## config.mk

```make
export PLATFORM = sky130hd
export DESIGN_NAME = boxcar_averager_flat
export DESIGN_NICKNAME = d
export VERILOG_FILES = /design/src/rtl/boxcar_pkg.sv /design/src/rtl/boxcar_averager_if.sv /design/src/rtl/boxcar_ram.sv /design/src/rtl/boxcar_averager.sv /design/src/flat_wrapper.sv
export SDC_FILE = /design/constraint.sdc
export NUM_CORES = 2
export LEC_CHECK = 0
export ABC_CLOCK_PERIOD_IN_PS = 5800
export CAP_MARGIN = 15
export CELL_PAD_IN_SITES_DETAIL_PLACEMENT = 0
export CELL_PAD_IN_SITES_GLOBAL_PLACEMENT = 2
export CORE_ASPECT_RATIO = 1.1
export CORE_MARGIN = 3
export CORE_UTILIZATION = 40
export DETAILED_ROUTE_END_ITERATION = 8
export GPL_TIMING_DRIVEN = 0
export PLACE_DENSITY = 0.67
export SLEW_MARGIN = 5
export SYNTH_ARGS = -nofsm -noshare
export SYNTH_HDL_FRONTEND = slang
export SYNTH_SLANG_ARGS = --single-unit
```

## constraint.sdc

```tcl
create_clock -name clk_i -period 5.8 [get_ports clk_i]
set_clock_uncertainty 0.2 [all_clocks]
set_input_delay 0.87 -clock clk_i [delete_from_list [all_inputs] [get_ports clk_i]]
set_output_delay 0.87 -clock clk_i [all_outputs]
set_load 0.05 [all_outputs]
```

## src/rtl/boxcar_pkg.sv

```systemverilog
// Shared constants for the boxcar averager: sample and window sizing, register map, FSM states.
// Latency: n/a (declarations only).
// Backpressure: n/a (declarations only).
package boxcar_pkg;

  localparam int DW       = 14;             // signed sample width
  localparam int LOG2_MAX = 7;              // largest log2 window
  localparam int DEPTH    = 1 << LOG2_MAX;  // circular buffer depth (128)
  localparam int SW       = DW + LOG2_MAX;  // running-sum width, exact for DEPTH samples

  // PS register map (byte addresses)
  localparam logic [15:0] REG_WIN   = 16'h0000;
  localparam logic [15:0] REG_CTRL  = 16'h0004;
  localparam logic [15:0] REG_COUNT = 16'h0008;
  localparam logic [15:0] REG_OUT   = 16'h000C;

  // REG_CTRL bit positions
  localparam int HOLD_BIT  = 0;
  localparam int CLEAR_BIT = 1;

  typedef enum logic {
    FILL = 1'b0,  // fewer than W samples since the last flush
    RUN  = 1'b1   // window full, oldest sample is retired every clock
  } state_t;

endpackage

```

## src/rtl/boxcar_averager_if.sv

```systemverilog
// PS register-bus bundle for the boxcar averager.
// Latency: ack/rdata return one clock after a wen/ren strobe.
// Backpressure: none, every strobe is accepted and acknowledged.
// Signals: addr (byte address), wen/ren (strobes), wdata (write data),
//          ack (one-cycle acknowledge), rdata (read data, valid with ack).
interface boxcar_averager_if;
  logic [15:0] addr;
  logic        wen;
  logic        ren;
  logic [31:0] wdata;
  logic        ack;
  logic [31:0] rdata;

  modport master (output addr, output wen, output ren, output wdata,
                  input  ack,  input  rdata);
  modport slave  (input  addr, input  wen, input  ren, input  wdata,
                  output ack,  output rdata);
endinterface

```

## src/rtl/boxcar_ram.sv

```systemverilog
// Circular sample buffer: one synchronous write port, one asynchronous read port.
// Latency: read is combinational and returns the contents from before the current edge's write.
// Backpressure: none, one write per clock when i_we is high.
// Ports: clk_i, i_we/i_waddr/i_wdat (write), i_raddr/o_rdat (read).
module boxcar_ram #(
  parameter int DATA_W = 14,
  parameter int ADDR_W = 7
) (
  input  logic                     clk_i,
  input  logic                     i_we,
  input  logic [ADDR_W-1:0]        i_waddr,
  input  logic signed [DATA_W-1:0] i_wdat,
  input  logic [ADDR_W-1:0]        i_raddr,
  output logic signed [DATA_W-1:0] o_rdat
);

  // Contents are deliberately not reset: the averager gates stale data
  // with its fill count, so old samples are never summed.
  logic signed [DATA_W-1:0] r_mem [0:(1<<ADDR_W)-1];

  always_ff @(posedge clk_i) begin
    if (i_we) begin
      r_mem[i_waddr] <= i_wdat;
    end
  end

  // Read-before-write: when i_raddr == i_waddr the old sample is returned.
  assign o_rdat = r_mem[i_raddr];

endmodule

```

## src/rtl/boxcar_averager.sv

```systemverilog
// Moving-average filter over the last 2^log2_win samples, one sample per clock.
// Latency: dat_i sampled at edge k appears in dat_o after edge k+2.
// Backpressure: none, dat_i is consumed every clock; PS bus strobes are acked the next clock.
// Ports: clk_i, rst_i (sync, active-high), dat_i/dat_o (signed samples), bus (PS register slave).
module boxcar_averager
  import boxcar_pkg::*;
(
  input  logic                 clk_i,
  input  logic                 rst_i,
  input  logic signed [DW-1:0] dat_i,
  output logic signed [DW-1:0] dat_o,
  boxcar_averager_if.slave     bus
);

  logic [2:0]            r_log2_win;
  logic                  r_hold;
  logic [LOG2_MAX:0]     r_count;
  logic [LOG2_MAX-1:0]   r_wp;
  logic signed [DW-1:0]  r_x;
  logic signed [DW-1:0]  r_old;
  logic signed [SW-1:0]  r_sum;
  logic signed [DW-1:0]  r_dat_o;
  logic                  r_ack;
  logic [31:0]           r_rdata;
  state_t                r_state;
  state_t                w_state_nxt;

  logic [LOG2_MAX:0]     w_win;
  logic [LOG2_MAX-1:0]   w_raddr;
  logic signed [DW-1:0]  w_rdat;
  logic                  w_flush;
  logic [LOG2_MAX:0]     w_count_nxt;
  logic signed [SW-1:0]  w_x_ext;
  logic signed [SW-1:0]  w_old_ext;
  logic signed [SW-1:0]  w_sum_nxt;
  logic signed [SW-1:0]  w_avg;
  logic [31:0]           w_rd_mux;

  assign w_win = {{LOG2_MAX{1'b0}}, 1'b1} << r_log2_win;
  // Oldest sample in the window; at W=128 this is the slot about to be overwritten.
  assign w_raddr = r_wp - w_win[LOG2_MAX-1:0];

  boxcar_ram #(.DATA_W(DW), .ADDR_W(LOG2_MAX)) u_ram (
    .clk_i   (clk_i),
    .i_we    (!rst_i),
    .i_waddr (r_wp),
    .i_wdat  (dat_i),
    .i_raddr (w_raddr),
    .o_rdat  (w_rdat)
  );

  // Any write to the window register, or a CTRL write with clear set, restarts the average.
  assign w_flush = bus.wen && ((bus.addr == REG_WIN) ||
                               ((bus.addr == REG_CTRL) && bus.wdata[CLEAR_BIT]));

  assign w_count_nxt = (r_count == w_win) ? r_count : r_count + {{LOG2_MAX{1'b0}}, 1'b1};
  assign w_x_ext     = {{LOG2_MAX{r_x[DW-1]}}, r_x};
  assign w_old_ext   = {{LOG2_MAX{r_old[DW-1]}}, r_old};
  assign w_sum_nxt   = r_sum + w_x_ext - w_old_ext;
  assign w_avg       = r_sum >>> r_log2_win;  // floor average

  always_comb begin
    w_state_nxt = r_state;
    if (w_flush) begin
      w_state_nxt = FILL;
    end else if (w_count_nxt == w_win) begin
      w_state_nxt = RUN;
    end else begin
      w_state_nxt = FILL;
    end
  end

  always_ff @(posedge clk_i) begin
    if (rst_i) begin
      r_state <= FILL;
    end else begin
      r_state <= w_state_nxt;
    end
  end

  // Sample pipeline and running sum. The buffer write pointer keeps advancing through a
  // flush; the zeroed count keeps those slots out of the sum until they are refilled.
  always_ff @(posedge clk_i) begin
    if (rst_i) begin
      r_wp    <= '0;
      r_count <= '0;
      r_x     <= '0;
      r_old   <= '0;
      r_sum   <= '0;
    end else begin
      r_wp <= r_wp + {{(LOG2_MAX-1){1'b0}}, 1'b1};
      if (w_flush) begin
        r_count <= '0;
        r_x     <= '0;
        r_old   <= '0;
        r_sum   <= '0;
      end else begin
        r_count <= w_count_nxt;
        r_x     <= dat_i;
        r_old   <= (r_state == RUN) ? w_rdat : '0;
        r_sum   <= w_sum_nxt;
      end
    end
  end

  always_ff @(posedge clk_i) begin
    if (rst_i) begin
      r_dat_o <= '0;
    end else if (!r_hold) begin
      r_dat_o <= w_avg[DW-1:0];
    end
  end

  assign dat_o = r_dat_o;

  always_comb begin
    w_rd_mux = '0;
    case (bus.addr)
      REG_WIN:   w_rd_mux = {29'b0, r_log2_win};
      REG_CTRL:  w_rd_mux = {31'b0, r_hold};
      REG_COUNT: w_rd_mux = {{(31-LOG2_MAX){1'b0}}, r_count};
      REG_OUT:   w_rd_mux = {{(32-DW){r_dat_o[DW-1]}}, r_dat_o};
      default:   w_rd_mux = '0;
    endcase
  end

  always_ff @(posedge clk_i) begin
    if (rst_i) begin
      r_ack      <= 1'b0;
      r_rdata    <= '0;
      r_log2_win <= '0;
      r_hold     <= 1'b0;
    end else begin
      r_ack   <= bus.wen | bus.ren;
      r_rdata <= bus.ren ? w_rd_mux : '0;
      if (bus.wen) begin
        case (bus.addr)
          REG_WIN:  r_log2_win <= bus.wdata[2:0];
          REG_CTRL: r_hold     <= bus.wdata[HOLD_BIT];
          default:  ;
        endcase
      end
    end
  end

  assign bus.ack   = r_ack;
  assign bus.rdata = r_rdata;

endmodule

```

## src/flat_wrapper.sv

```systemverilog
// flat-port wrapper written by rule: the top's interface ports become plain ports
module boxcar_averager_flat import boxcar_pkg::*;
  (clk_i, rst_i, dat_i, dat_o, bus_addr, bus_wen, bus_ren, bus_wdata, bus_ack, bus_rdata);
  boxcar_averager_if bus_i ();
  input  logic clk_i;
  input  logic rst_i;
  input  logic signed [DW-1:0] dat_i;
  output logic signed [DW-1:0] dat_o;
  input wire logic [$bits(bus_i.addr)-1:0] bus_addr;
  input wire logic [$bits(bus_i.wen)-1:0] bus_wen;
  input wire logic [$bits(bus_i.ren)-1:0] bus_ren;
  input wire logic [$bits(bus_i.wdata)-1:0] bus_wdata;
  output wire logic [$bits(bus_i.ack)-1:0] bus_ack;
  output wire logic [$bits(bus_i.rdata)-1:0] bus_rdata;
  assign bus_i.addr = bus_addr;
  assign bus_i.wen = bus_wen;
  assign bus_i.ren = bus_ren;
  assign bus_i.wdata = bus_wdata;
  assign bus_ack = bus_i.ack;
  assign bus_rdata = bus_i.rdata;
  boxcar_averager u_core (.clk_i(clk_i), .rst_i(rst_i), .dat_i(dat_i), .dat_o(dat_o), .bus(bus_i));
endmodule
```

Yosys cells after proc, flatten, opt, wreduce, memory -nomap -nowiden
Memory sizes are Yosys's and may differ from the RTL's. A register that Yosys moved wholly into a read port is not among the register bits. Cells that the tools add are included.

Word-level logic and storage cells: 39. Bits in writable memories: 1792. Output and inout port bits: 47. Memories kept: 1. Flip-flop bits (word level): 102.

Memory list: u_core.u_ram.r_mem (words 128, width 14, rd ports 1, clocked after memory_dff 1, write ports 1, RTL line boxcar_ram.sv:19) `logic signed [DATA_W-1:0] r_mem [0:(1<<ADDR_W)-1];`.

Equal/unequal tests: 5. Reductions and logical operators: 9. Bitwise operators: 3. $add $sub $neg: 5. Muxes and demuxes: 4. Shift-type cells: 2.

Operator list (number): $pmux W32 S4 (1); $eq A16 B4 Y1 const B (2); $add A21 B14 Y21 (1); $sshr A21 B3 Y14 (1); $sub A21 B14 Y21 (1); $eq A16 B3 Y1 const B (1); $eq A8 B8 Y1 (2); $logic_not A16 Y1 (1); $add A8 B1 Y8 const B (1); $mux W8 (1); $shl A1 B3 Y8 const A (1); $add A7 B1 Y7 const B (1); $sub A7 B7 Y7 (1); $reduce_and A2 Y1 (2); $reduce_or A2 Y1 (2); $reduce_or A3 Y1 (1); $logic_and A1 B1 Y1 (2); $mux W1 (2); $not A1 Y1 (2); $logic_or A1 B1 Y1 (1); $or A1 B1 Y1 (1).

Depth between registers and ports, before layout
Word-level depth: 5. Depth in mapped cells: 16.

Cells and area by module
From an unflattened synthesis, not the netlist that was laid out.

Cell total of the unflattened synthesis: 3449. Area, all modules: 74776.7 um^2.

By module, submodules not included: boxcar_ram (cells each 2709, area each 68568.3 um^2, times used 1, seq. area each 53811.6 um^2); boxcar_averager (cells each 740, area each 6208.5 um^2, times used 1, seq. area each 1961.9 um^2).

Worst setup path after synthesis
Ideal clock, no wire load.

Path type: register to register. From: reg u_core.r_log2_win[1]. To: reg u_core.r_old[2] (read register of u_core.u_ram.r_mem). Library setup time: 0.133 ns. Clock period less this slack: 4.349 ns. Path buffers: 7. Arrival: 4.016 ns. Required time: 5.467 ns. Cell stages (with the launch flop): 14. Setup slack: 1.451 ns. Path through: dfxtp_1 -> clkbuf_1 -> buf_1 -> clkbuf_1 -> nor3_1 -> fa_1 -> buf_2 -> buf_2 -> clkbuf_1 -> clkbuf_1 -> mux4_2 -> mux4_2 -> o311ai_1 -> o22ai_1.

Longest elaborated chain between the ends: 2.

RTL lines: start: declaration (RTL line boxcar_averager.sv:15) `logic [2:0] r_log2_win;`; start signal: assignment (RTL line boxcar_averager.sv:138) `REG_WIN: r_log2_win <= bus.wdata[2:0];`; $shl A1 B3 Y8 (RTL line boxcar_averager.sv:39) `assign w_win = {{LOG2_MAX{1'b0}}, 1'b1} << r_log2_win;`; $sub A7 B7 Y7 (RTL line boxcar_averager.sv:41) `assign w_raddr = r_wp - w_win[LOG2_MAX-1:0];`; end: declaration (RTL line boxcar_averager.sv:20) `logic signed [DW-1:0] r_old;`.

Every way passes these cells. A chain may end at the register's enable or synchronous reset.

Final worst setup path
From: reg u_core.r_log2_win[2]. To: reg u_core.r_old[12] (read register of u_core.u_ram.r_mem).

Same word-level chain as after synthesis.

==> summary by stage <==
Die
The count of boundary I/O pins is 113. The standard-cell row count is 166. The core outline area is 186000 sq um.

The initial utilization of the core area, before any placement, comes to 0.403. The die covers 193000 sq um. The floorplan step set the die width to 419 um. The die is 460 um tall.

Route
For this block, the routed nets add up to 216 mm of wire. For this block, the initial DRC count from the detailed router was 4280. Dividing the detail-routed via count by the number of cells gives 5.71.

The routed layout has 38600 vias. The number of detailed-route iterations in the first pass is 5. The average wire per cell in the routed design is 32.0 um.

In this run the remaining antenna-violating nets after routing total 0. In the routed design, unresolved DRC markers number 0.

Cells and area
The number of nets at the end of the flow is 4271. The filler cells instantiated in the layout total 15400. The layout overhead on the synthesized area is 17.5%. The fraction of layout cells with a size suffix above 1 is 0.295.

Timing
Setup repair after global routing left no endpoint under its margin. At the pin with the least slew margin, the transition time is 1.28 ns. The shortest period the worst path allows is 5.56 ns. The worst hold margin is 0.238 ns. In the post-route analysis, the smallest setup slack over all paths is 0.237 ns. Adding up every negative setup slack in the final design gives 0 ns.

The worst slew margin relative to its limit is 0.146. The period utilization is 0.959. The number of endpoints failing setup at the final stage is 0. The final hold violation count is 0. The highest achievable clock rate is 180 MHz.

The number of pins with negative max-slew slack in the final report is 0.

Clock tree
The total of hold buffers inserted after clock tree synthesis is 0. The clock passes through at most 3 buffers. The maximum level of the CTS H-tree is 4. Counting every sink on the clock net gives 1890. The buffer type at the clock tree root is sky130_fd_sc_hd__clkbuf_16.

The clock reaches the later pin of the worst-skew pair after 0.88 ns. The CTS buffer count is 190. After clock tree synthesis, the clock-pin slew on the worst setup and hold paths is 0.06 ns.

The CTS tree is done.

Place
The congestion estimate from routability-driven global placement came to 0.836. The number of port buffers is 82. Once detailed placement completed, the half-perimeter wirelength came to 151 mm. Timing analysis after detailed placement gives a worst setup slack of -1.82 ns.

Pwr
The standby leakage power is 28.0 nW. The design draws 32.2 mW. The maximum ir drop on the vdd rail is 243 uV. Dividing total power by cell area gives a power density of 365 nW/um^2.

GRT
The number of antenna violations at the first check in global routing is 15. In the global route stage, overall resource usage came out at 0.225. The pin count of the biggest net entering global routing is 98.

The first-pass GRT wire length is 303 mm. After global routing the overflow that remains totals 0. The number of global-route vias before repair was 39100.

Logic synthesis
The number of warning messages in the yosys log is 0. The cell area that synthesis handed to floorplanning was 75100 sq um. The dominant register cell in the synthesized netlist is sky130_fd_sc_hd__edfxtp_1.

Yosys mapped the design onto 66 distinct sky130hd cell types. The number of instances in the synthesized netlist is 3725. The complex-gate fraction of the synthesized area is 0.0182. The XOR/XNOR share of the synthesized area is 0.00402. For this run, asynchronously set or reset flops after synthesis account for 0.

Of the synthesized area, sequential elements account for 0.743. Of the total synthesized cell area, the portion taken by full adders, half adders and majority gates is 0.0104. Counting every net in the synthesized netlist gives 3841. The number of synthesized flops with an enable pin is 1792.

Of the total synthesized cell area, the portion taken by AND, OR, NAND and NOR gates is 0.0394. The per-instance average area after synthesis is 20.2 sq um. The dominant combinational cell family by area after synthesis is multiplexers. The synthesized design contains 1890 register bits. The fraction of synthesized area in multiplexers is 0.166.

Worst setup path
The biggest fanout along the worst timing path is 10. Data arrives at the worst endpoint at 5.97 ns. The critical path is of the flop to flop type.

The worst setup slack for register-to-register paths is 0.24 ns. The worst setup path is launched from a flop. The critical register-to-register path startpoint is u_core.r_log2_win[2]$_SDFFE_PP0P_. The worst register-to-register path has a depth of 14.

The endpoint of the worst register-to-register path is u_core.r_old[12]$_SDFF_PP0_. The data required time at the worst endpoint is 6.20 ns. The endpoint type of the worst setup path is a flop.

Status
The run finished with clean final reports.

Worst hold path
For hold timing, the worst endpoint is u_core.u_ram.r_mem[86][9]$_DFFE_PP_. The worst hold path begins at dat_i[9]. Along the worst hold path, the cell count comes to 1.

The type of the most critical hold path is input pin to flop.

Run
Across the run, the number of max-cap violations was 0.
[worst max-delay path by stage]
stage,depth (start not counted),endpoint,start
6_report,14,u_core.r_old[12]$_SDFF_PP0_,u_core.r_log2_win[2]$_SDFFE_PP0P_
5_1_grt,14,u_core.r_old[12]$_SDFF_PP0_,u_core.r_log2_win[2]$_SDFFE_PP0P_
4_1_cts,16,u_core.r_old[12]$_SDFF_PP0_,u_core.r_log2_win[1]$_SDFFE_PP0P_
3_5_place_dp,16,u_core.r_old[12]$_SDFF_PP0_,u_core.r_log2_win[1]$_SDFFE_PP0P_
3_3_place_gp,15,u_core.r_old[13]$_SDFF_PP0_,u_core.r_log2_win[1]$_SDFFE_PP0P_
2_1_floorplan,13,u_core.r_old[2]$_SDFF_PP0_,u_core.r_log2_win[1]$_SDFFE_PP0P_
[cell families (layout without fill, tap and decap cells)]
logic type,after synthesis,in the layout
adder cells (fa/ha/maj),50,50
other,0,5
AND/OR/NAND/NOR,634,634
AO/OA/AOI/OAI,215,215
buffers and inverters,309,900
multiplexers,595,595
flip-flops,1890,1890
XOR/XNOR,32,32
[critical path: stages, from the launching register on]
cell	delay, ns
sky130_fd_sc_hd__dfxtp_1	0.29
sky130_fd_sc_hd__buf_2	0.17
sky130_fd_sc_hd__nor3_1	0.59
sky130_fd_sc_hd__ha_1	0.21
sky130_fd_sc_hd__buf_2	0.31
sky130_fd_sc_hd__buf_6	0.22
sky130_fd_sc_hd__buf_2	0.52
sky130_fd_sc_hd__buf_2	0.57
sky130_fd_sc_hd__buf_4	0.42
sky130_fd_sc_hd__mux4_2	0.60
sky130_fd_sc_hd__o21ai_0	0.11
sky130_fd_sc_hd__nand3_1	0.11
sky130_fd_sc_hd__nand4_1	0.37
sky130_fd_sc_hd__o22a_1	0.24
sky130_fd_sc_hd__o211ai_1	0.33
[Yosys cell counts, types with 13 or more instances]
library cell	count	area, sq um
sky130_fd_sc_hd__inv_1	85	319
sky130_fd_sc_hd__or3_1	13	81.3
sky130_fd_sc_hd__nor2b_1	17	106
sky130_fd_sc_hd__nand4_1	21	131
sky130_fd_sc_hd__and2_1	19	119
sky130_fd_sc_hd__nand2_1	134	503
sky130_fd_sc_hd__buf_2	60	300
sky130_fd_sc_hd__and3_1	20	125
sky130_fd_sc_hd__mux2_2	16	180
sky130_fd_sc_hd__nor2_1	220	826
sky130_fd_sc_hd__o21ai_0	65	325
sky130_fd_sc_hd__dfxtp_1	98	1960
sky130_fd_sc_hd__fa_1	21	420
sky130_fd_sc_hd__buf_4	33	248
sky130_fd_sc_hd__clkbuf_1	115	432
sky130_fd_sc_hd__nand3_1	119	596
sky130_fd_sc_hd__xor2_1	20	175
sky130_fd_sc_hd__mux4_2	521	11700
sky130_fd_sc_hd__ha_1	29	363
sky130_fd_sc_hd__a21oi_1	47	235
sky130_fd_sc_hd__edfxtp_1	1792	53800
sky130_fd_sc_hd__mux2i_1	58	581
sky130_fd_sc_hd__nor3_1	22	110
sky130_fd_sc_hd__a32oi_1	15	131
sky130_fd_sc_hd__buf_1	13	48.8
[routing by layer]
layer  global-route usage  wire length, um  vias to the layer above
met5                    0               12                        -
met4               0.0838             8190                        2
met3               0.0420            14500                      294
met2                0.367           105000                     1506
met1                0.303            88300                    20700
li1                     -                -                    16100
[registers in the layout, summed over array words and instances, names as in the netlist, 3 cells and up]
register	cells
u_core.u_ram.r_mem	1792
u_core.r_sum	21
u_core.bus.rdata	14
u_core.dat_o	14
u_core.r_old	14
u_core.r_x	14
u_core.r_count	8
u_core.r_wp	7
u_core.r_log2_win	3
[layout by cell type, fill, tap and decap left out, types with 85 or more instances in the layout]
cell type                   synthesis  routed
sky130_fd_sc_hd__clkbuf_16          0     192
sky130_fd_sc_hd__edfxtp_1        1792    1792
sky130_fd_sc_hd__inv_1             85      85
sky130_fd_sc_hd__clkbuf_1         115     120
sky130_fd_sc_hd__nor2_2             0     120
sky130_fd_sc_hd__mux4_2           521     521
sky130_fd_sc_hd__nor2_1           220      99
sky130_fd_sc_hd__buf_8              0     112
sky130_fd_sc_hd__nand3_1          119     119
sky130_fd_sc_hd__dfxtp_1           98      97
sky130_fd_sc_hd__nand2_1          134     134
[final cells by class]
class                   count  area (sq um)  share of cell area
diodes                      5          12.5            0.000142
repair buffers            239          3390              0.0384
flip-flops and latches   1890         55800               0.633
plain buffers             223          1130              0.0129
multi-input cells        1526         18400               0.209
inverters                  85           319             0.00362
clock inverters           122          1150              0.0130
clock buffers             231          4950              0.0562
well taps                2436          3050              0.0346
[report_power, final]
part	leakage (nW)	internal, mW	switching [mW]	total [mW]
clock	2.96	6.74	5.34	12.1
combinational	8.09	1.91	3.00	4.91
sequential	16.9	15.1	0.113	15.2
total	28.0	23.7	8.45	32.2
[timing repair]
action | CTS | global route
setup buffers | 4 | 0
setup endpoints to repair | 14 | 9
resized for setup | 65 | 6
pin swaps | 2 | 0
hold endpoints to repair | 0 | 0
cloned | 0 | 0
[through the flow]
stage | util | instances | cell area [sq um]
after CTS | 0.473 | 6752 | 88100
after detailed placement | 0.439 | 6395 | 81800
after global routing | 0.473 | 6753 | 88200
after global placement | 0.424 | 6243 | 78900
after floorplan | - | 3725 | 75100
final | 0.473 | 6757 | 88200
(Power assumes the default switching activity.)
